`config.mk`:
```
export PLATFORM = sky130hd
export DESIGN_NAME = pipelined_barrel_shifter_flat
export DESIGN_NICKNAME = d
export VERILOG_FILES = /design/src/rtl/pipelined_barrel_shifter_if.sv /design/src/rtl/pipelined_barrel_shifter.sv /design/src/flat_wrapper.sv
export SDC_FILE = /design/constraint.sdc
export NUM_CORES = 1
export LEC_CHECK = 0
export ABC_AREA = 1
export CORE_UTILIZATION = 35
export DETAILED_ROUTE_END_ITERATION = 8
export PLACE_DENSITY = 0.53
export SLEW_MARGIN = 15
export SYNTH_ARGS = -nofsm -noshare
export SYNTH_HDL_FRONTEND = slang
export SYNTH_SLANG_ARGS = --single-unit
```
`constraint.sdc`:
```
create_clock -name clock -period 3.4 [get_ports clock]
set_clock_uncertainty 0.1 [all_clocks]
set_input_delay 0.34 -clock clock [delete_from_list [all_inputs] [get_ports clock]]
set_output_delay 0.34 -clock clock [all_outputs]
set_load 0.02 [all_outputs]
```
`src/rtl/pipelined_barrel_shifter_if.sv`:
```
// Handshake bundle for pipelined_barrel_shifter.
// SHIFTER_STICKY_EN adds the sticky result bit.
interface pipelined_barrel_shifter_if #(
    parameter int WIDTH = 32
);
    localparam int SHAMT_W = $clog2(WIDTH);

    logic               in_valid;
    logic               in_ready;
    logic [WIDTH-1:0]   in_data;
    logic [SHAMT_W-1:0] in_shamt;
    logic [1:0]         in_op;
    logic               flush;
    logic               out_valid;
    logic               out_ready;
    logic [WIDTH-1:0]   out_data;
`ifdef SHIFTER_STICKY_EN
    logic               sticky;

    modport master (
        output in_valid, in_data, in_shamt, in_op, flush, out_ready,
        input  in_ready, out_valid, out_data, sticky
    );
    modport slave (
        input  in_valid, in_data, in_shamt, in_op, flush, out_ready,
        output in_ready, out_valid, out_data, sticky
    );
`else
    modport master (
        output in_valid, in_data, in_shamt, in_op, flush, out_ready,
        input  in_ready, out_valid, out_data
    );
    modport slave (
        input  in_valid, in_data, in_shamt, in_op, flush, out_ready,
        output in_ready, out_valid, out_data
    );
`endif
endinterface

```
`src/rtl/pipelined_barrel_shifter.sv`:
```
// log2(WIDTH)-stage barrel shifter (SLL/SRL/SRA/ROR) with valid/ready flow control.
// SHIFTER_STICKY_EN adds a sticky bit (OR of bits shifted out on SRL/SRA).
module pipelined_barrel_shifter #(
    parameter int WIDTH = 32
) (
    input logic                          clock,
    input logic                          reset_n,
    pipelined_barrel_shifter_if.slave    bus
);
    localparam int SHAMT_W = $clog2(WIDTH);

    logic advance;

    assign advance      = !bus.out_valid || bus.out_ready;
    assign bus.in_ready = advance;

    for (genvar i = 0; i < SHAMT_W; i++) begin : g_stage
        localparam int Sh = 1 << i;

        logic               valid_in;
        logic [WIDTH-1:0]   data_in;
        logic [1:0]         op_in;
        logic [SHAMT_W-1:0] shamt_in;
        logic [WIDTH-1:0]   shifted;

        logic               valid_q;
        logic [WIDTH-1:0]   data_q;
        logic [1:0]         op_q;
        logic [SHAMT_W-1:0] shamt_q;

        if (i == 0) begin : g_src
            assign valid_in = bus.in_valid;
            assign data_in  = bus.in_data;
            assign op_in    = bus.in_op;
            assign shamt_in = bus.in_shamt;
        end else begin : g_src
            assign valid_in = g_stage[i-1].valid_q;
            assign data_in  = g_stage[i-1].data_q;
            assign op_in    = g_stage[i-1].op_q;
            assign shamt_in = g_stage[i-1].shamt_q;
        end

        // shamt is pre-shifted each stage, so bit 0 always selects this stage's 2^i step
        always_comb begin
            shifted = data_in;
            if (shamt_in[0]) begin
                case (op_in)
                    2'b00:   shifted = data_in << Sh;
                    2'b01:   shifted = data_in >> Sh;
                    2'b10:   shifted = $signed(data_in) >>> Sh;
                    default: shifted = (data_in >> Sh) | (data_in << (WIDTH - Sh));
                endcase
            end
        end

        always_ff @(posedge clock or negedge reset_n) begin
            if (!reset_n) begin
                valid_q <= 1'b0;
                data_q  <= '0;
                op_q    <= '0;
                shamt_q <= '0;
            end else if (bus.flush) begin
                valid_q <= 1'b0;
            end else if (advance) begin
                valid_q <= valid_in;
                data_q  <= shifted;
                op_q    <= op_in;
                shamt_q <= shamt_in >> 1;
            end
        end

`ifdef SHIFTER_STICKY_EN
        localparam logic [WIDTH-1:0] LowMask = {{(WIDTH - Sh){1'b0}}, {Sh{1'b1}}};

        logic sticky_in;
        logic sticky_nx;
        logic sticky_q;

        if (i == 0) begin : g_sticky_src
            assign sticky_in = 1'b0;
        end else begin : g_sticky_src
            assign sticky_in = g_stage[i-1].sticky_q;
        end

        // op 01 (SRL) and 10 (SRA) are the only right shifts that drop bits
        assign sticky_nx = sticky_in | (shamt_in[0] & (^op_in) & (|(data_in & LowMask)));

        always_ff @(posedge clock or negedge reset_n) begin
            if (!reset_n) begin
                sticky_q <= 1'b0;
            end else if (!bus.flush && advance) begin
                sticky_q <= sticky_nx;
            end
        end
`endif
    end

    assign bus.out_valid = g_stage[SHAMT_W-1].valid_q;
    assign bus.out_data  = g_stage[SHAMT_W-1].data_q;
`ifdef SHIFTER_STICKY_EN
    assign bus.sticky    = g_stage[SHAMT_W-1].sticky_q;
`endif

    // The last stage's op/shamt copies have no consumer.
    logic unused_tail;
    assign unused_tail = ^{g_stage[SHAMT_W-1].op_q, g_stage[SHAMT_W-1].shamt_q};

endmodule

```
`src/flat_wrapper.sv`:
```
// flat-port wrapper written by rule: the top's interface ports become plain ports
module pipelined_barrel_shifter_flat 
#(
    parameter int WIDTH = 32
)
  (clock, reset_n, bus_in_valid, bus_in_data, bus_in_shamt, bus_in_op, bus_flush, bus_out_ready, bus_in_ready, bus_out_valid, bus_out_data);
  pipelined_barrel_shifter_if #(.WIDTH(WIDTH)) bus_i ();
  input logic clock;
  input logic reset_n;
  input wire logic [$bits(bus_i.in_valid)-1:0] bus_in_valid;
  input wire logic [$bits(bus_i.in_data)-1:0] bus_in_data;
  input wire logic [$bits(bus_i.in_shamt)-1:0] bus_in_shamt;
  input wire logic [$bits(bus_i.in_op)-1:0] bus_in_op;
  input wire logic [$bits(bus_i.flush)-1:0] bus_flush;
  input wire logic [$bits(bus_i.out_ready)-1:0] bus_out_ready;
  output wire logic [$bits(bus_i.in_ready)-1:0] bus_in_ready;
  output wire logic [$bits(bus_i.out_valid)-1:0] bus_out_valid;
  output wire logic [$bits(bus_i.out_data)-1:0] bus_out_data;
  assign bus_i.in_valid = bus_in_valid;
  assign bus_i.in_data = bus_in_data;
  assign bus_i.in_shamt = bus_in_shamt;
  assign bus_i.in_op = bus_in_op;
  assign bus_i.flush = bus_flush;
  assign bus_i.out_ready = bus_out_ready;
  assign bus_in_ready = bus_i.in_ready;
  assign bus_out_valid = bus_i.out_valid;
  assign bus_out_data = bus_i.out_data;
  pipelined_barrel_shifter #(.WIDTH(WIDTH)) u_core (.clock(clock), .reset_n(reset_n), .bus(bus_i));
endmodule
```
Word-level counts from Yosys, hierarchy flattened
Cells that the tools add are included.
Widths: inputs -> output; s select.

operators by class
  equal/unequal tests = 10
  mux-type cells = 20
  bitwise gates (word level) = 6
  reductions and logical operators = 9

operators by type and width
  operator            count
  $pmux 32 s3         5
  $mux 32             5
  $or 16x32->32       1
  $or 24x32->32       1
  $or 28x32->32       1
  $or 30x32->32       1
  $or 31x32->32       1
  $eq 2x1->1 const B  5
  $eq 2x2->1 const B  5
  $logic_not 2->1     5
  $mux 1              10
  $reduce_and 2->1    1
  $reduce_bool 2->1   1
  $logic_not 1->1     1
  $logic_or 1x1->1    1
  $not 1->1           1

storage, ports and cells
  register bits = 183
  input bits = 44
  output and inout bits = 34
  logic and storage cells = 63

Depth between registers and ports, before layout
  depth in word-level cells = 4
  gate-level depth with buffers = 8
  mapped depth without buffers = 7

Least setup slack after synthesis
No wires, ideal clock.

  path kind = register to register
  start point = reg u_core.g_stage[4].valid_q (netlist: u_core.bus.out_valid)
  end point = reg u_core.g_stage[4].data_q[10] (netlist: u_core.bus.out_data[10])
  library setup time = 0.124 ns
  arrival time = 1.195 ns
  slack = 1.981 ns
  stages on the path, launching flop included = 8
  path buffers = 2
  period minus slack after synthesis = 1.419 ns
  path through = dfrtp_1 -> nand2_4 -> nand2_4 -> inv_2 -> buf_6 -> buf_4 -> nor2_1 -> a21oi_1

between the ends
  longest elaborated chain between the ends = 3

ends and longest elaborated chain
  item                        RTL line                        source
  from (decl)                 pipelined_barrel_shifter.sv:26  logic valid_q;
  from (signal assigned)      pipelined_barrel_shifter.sv:65  valid_q <= valid_in;
  $logic_not 1->1             pipelined_barrel_shifter.sv:14  assign advance = !bus.out_valid || bus.out_ready;
  $logic_or 1x1->1            pipelined_barrel_shifter.sv:14
  named net bus_in_ready      flat_wrapper.sv:16              output wire logic [$bits(bus_i.in_ready)-1:0] bus_in_ready;
  $reduce_and 2->1 (no line)  -
  to (signal assigned)        pipelined_barrel_shifter.sv:66  data_q <= shifted;
  to (decl)                   pipelined_barrel_shifter.sv:27  logic [WIDTH-1:0] data_q;

The timed path passes the listed nets, and every way through them passes these cells.
A chain may end at the register's enable or synchronous reset.

Worst setup path after layout
  start point = reg u_core.g_stage[1].shamt_q[0]
  end point = reg u_core.g_stage[2].data_q[28]

between the ends
  longest elaborated chain between the ends = 1

ends and longest elaborated chain
  item                    RTL line                        source
  from (decl)             pipelined_barrel_shifter.sv:29  logic [SHAMT_W-1:0] shamt_q;
  from (signal assigned)  pipelined_barrel_shifter.sv:68  shamt_q <= shamt_in >> 1;
  $mux 32                 pipelined_barrel_shifter.sv:46  if (shamt_in[0]) begin
  to (signal assigned)    pipelined_barrel_shifter.sv:66
  to (decl)               pipelined_barrel_shifter.sv:27

No other way between the ends.

==> flow_summary_export.csv <==
group,metric,value,unit
logic_synthesis,yosys_warnings,0,
setup_path,path_cells,"buf_4 > inv_1 > a21oi_1 > o21ai_0 > nand2_1",
routing,drtIter0Drc,651,
die,die_x,172,um
sta,setup_slack,1.36,ns
grt,first_global_vias,8816,
pwr,p_comb_frac,0.272,
pwr,vdd_ir_drop_max,342,uV
routing,drc,0,
grt,grt_max_degree,126,
logic_synthesis,synth_cell_types,26,
routing,wl_per_cell,15.4,um
routing,drtAntennaViolNets,0,
routing,vias,9190,
hold_path,min_to,"u_core.g_stage[0].shamt_q[0]",
sta,final_max_slew_viol_count,0,
sta,final.setup.tns,0,ns
final_layout,antenna_cells,0,
status,outcome,"complete, no violations",
hold_path,hp-class,"in -> reg",
pwr,total_power,6880,uW
routing,firstDrtPassIters,5,
sta,rsz0062_at_grt,"no",
setup_path,reg2reg_from,"u_core.g_stage[1].shamt_q[0]",
pwr,p_leak,0.00550,uW
clock_network,clk_pin_slew,0.07,ns
setup_path,critPathKind,"reg -> reg",
clock_network,clock-sinks,183,
final_layout,instances_no_fill,1837,
sta,layout_min_cycle_time,2.04,ns
final_layout,drive_gt1_frac,0.0432,
clock_network,cts_tree,"done",
final_layout,synthToLayoutAreaGrowth,14.9,%
run,max_cap_violations,0,
clock_network,cts_resized,0,
pwr,intPower,4350,uW
setup_path,crit_buf_inv,2,
die,start_util,0.359,
logic_synthesis,syn_area,0.0101,mm2
die,rows,61,
grt,antenna_found_initial,0,
grt,track_usage,0.203,
routing,vias_per_cell,5.00,
setup_path,critPathTopFamily,"buffers and inverters",
clock_network,clk_latency,0.44,ns
clock_network,cts_hold_buf,1,
pwr,sw_frac_of_total,0.367,
setup_path,critPathMaxStageDelay,0.79,ns
setup_path,cp_max_fo,34,
clock_network,clock_path_buffers,2,
grt,grt_pass1_wl,47400,um
logic_synthesis,syn_nets,1468,
logic_synthesis,synth.largest_area_cell,"dfrtp_1",
sta,relSlewSlack,0.262,
sta,period_share,0.601,
die,io_pins,78,
pwr,power_density,595,mW/mm2
routing,wirelength,28200,um
setup_path,end_kind,"flop",
placement,dp_cells,1804,
sta,timing.fmax,489,MHz
die,die-area,0.0294,mm2
placement,hpwl,18400,um
setup_path,r2r_end,"u_core.g_stage[2].data_q[28]",
logic_synthesis,ys_seq_elements,183,
sta,holdWs,0.348,ns
pwr,switchingPower,2520,uW
logic_synthesis,synthTopCellsByArea,"dfrtp_1 46%, a21oi_1 14%, nand2_1 14%, nand3_1 6.7%, nor2_1 6.2%",
setup_path,r2r_slack,1.36,ns
die,core_area,0.0280,mm2
hold_path,hold_depth,3,
placement,post-place-ws,1.09,ns
grt,grt-ovfl-total,0,
clock_network,cts_root_buffer,"clkbuf_16",
clock_network,cts_max_level,4,
sta,finalSetupViolations,0,
final_layout,layout.nets,1490,
logic_synthesis,synth_top_area_share,0.455,
pwr,p_clk_frac,0.287,
clock_network,cts_setup_buffers,0,
pwr,seq_power_share,0.441,
sta,worst_slew_pin_slew,1.10,ns
hold_path,min_from,"bus_in_shamt[1]",
sta,hold_violations,0,
placement,place.gp.congestion,0.802,
final_layout,nFillCells,2982,
placement,numPortBuffers,77,
logic_synthesis,ys_seq_area_frac,0.455,
setup_path,arrival,2.25,ns
setup_path,r2r_cells,5,
clock_network,cts_buffers,17,
logic_synthesis,synthCells,1424,
setup_path,cp-start-kind,"flop",
logic_synthesis,syn_avg_cell_area,7.06,um2
setup_path,cp_slowest_cell,"inv_1",
setup_path,critPathRequiredTime,3.61,ns
die,die_h,172,um
## state kept, by name, indices dropped and copies added (netlist names)
name and cells:
u_core.g_stage.op_q 8, u_core.g_stage.data_q 128, u_core.bus.out_valid 1, u_core.g_stage.valid_q 4, u_core.bus.out_data 32, u_core.g_stage.shamt_q 10
## worst register-to-register path, delay by kind of cell, from the launching register on
kind,cells,cell delay (ns)
compound gates,2,0.33
buf+inv,2,1.04
simple gates,1,0.08
flops,1,0.36
## metal layers
layer,track usage,vias up,routed length [um]
met5,0,-,0
met4,0.0563,0,478
met3,0.0292,30,1130
met2,0.320,246,12900
met1,0.289,4313,13700
li1,-,4601,-
## area by class of cell
class,count,area (um2),area share
flip-flops and latches,183,4580,0.396
clock buffers,18,429,0.0371
repair buffers,96,967,0.0837
clock inverters,14,144,0.0125
multi-input cells,995,4390,0.380
inverters,153,577,0.0499
well taps,378,473,0.0409
## worst max path at each step
stage / start / to / cells past startpoint
4_1_cts: u_core.bus.out_valid / bus_in_ready / 2
6_report: u_core.g_stage[1].shamt_q[0] / u_core.g_stage[2].data_q[28] / 5
5_1_grt: u_core.g_stage[1].shamt_q[0] / u_core.g_stage[2].data_q[28] / 5
2_1_floorplan: u_core.bus.out_valid / u_core.bus.out_data[10] / 7
3_3_place_gp: bus_out_ready / u_core.g_stage[3].data_q[27] / 8
3_5_place_dp: bus_out_ready / u_core.g_stage[3].data_q[19] / 8
## power by group through the flow
stage / Clock (uW) / Combinational (uW) / Sequential [uW]
after floorplan: 0 / 1180 / 3040
after global placement: 0 / 1850 / 3070
after detailed placement: 0 / 1860 / 3070
after CTS: 2020 / 1880 / 3030
after global routing: 2090 / 2130 / 3090
final: 1980 / 1870 / 3030
## cells by family after synthesis
| logic type | synth area share |
|---|---|
| and+or+nand+nor | 0.272 |
| AOI/OAI and AO/OA | 0.163 |
| buffers and inverters | 0.110 |
| DFF | 0.455 |
## synth_stat cells
library cell and number:
clkbuf_4 1, nand2_2 1, o22ai_1 3, buf_4 11
nand3_1 135, a21oi_1 274, clkbuf_8 1, a31oi_4 1
or2_1 1, buf_12 2, buf_6 4, inv_1 147
nor2_1 166, buf_2 49, nor2_4 1, inv_2 6
nand4_1 1, nand2_8 1, o21ai_1 18, dfrtp_1 183
o21ai_0 27, buf_1 4, nand2_4 2, nor2_2 1
nand2_1 363, clkbuf_1 21
## layout by cell type, fill, tap and decap left out
cell and instances:
nand2_1 363, a21oi_1 274, dfrtp_1 183, nor2_1 166, inv_1 147, nand3_1 135, clkdlybuf4s50_1 76, o21ai_0 27
o21ai_1 18, clkbuf_16 17, buf_4 14, inv_2 5, clkinvlp_4 5, inv_8 4, buf_12 4, o22ai_1 3
nand2_8 2, inv_6 2, nand2_4 1, a31oi_4 1, or2_1 1, inv_4 1, nor2_2 1, nor2_4 1
nand4_1 1, nand2_2 1, clkinv_4 1, bufinv_16 1, clkbuf_1 1, clkinv_2 1, dlygate4sd3_1 1, buf_6 1
## per-stage QoR
step                      area, um2   util
after floorplan               10100      -
final                         11600  0.413
after global routing          11600  0.413
after CTS                     11600  0.413
after detailed placement      11000  0.392
after global placement        11000  0.392
No activity file was read; power rests on OpenSTA's default activity.
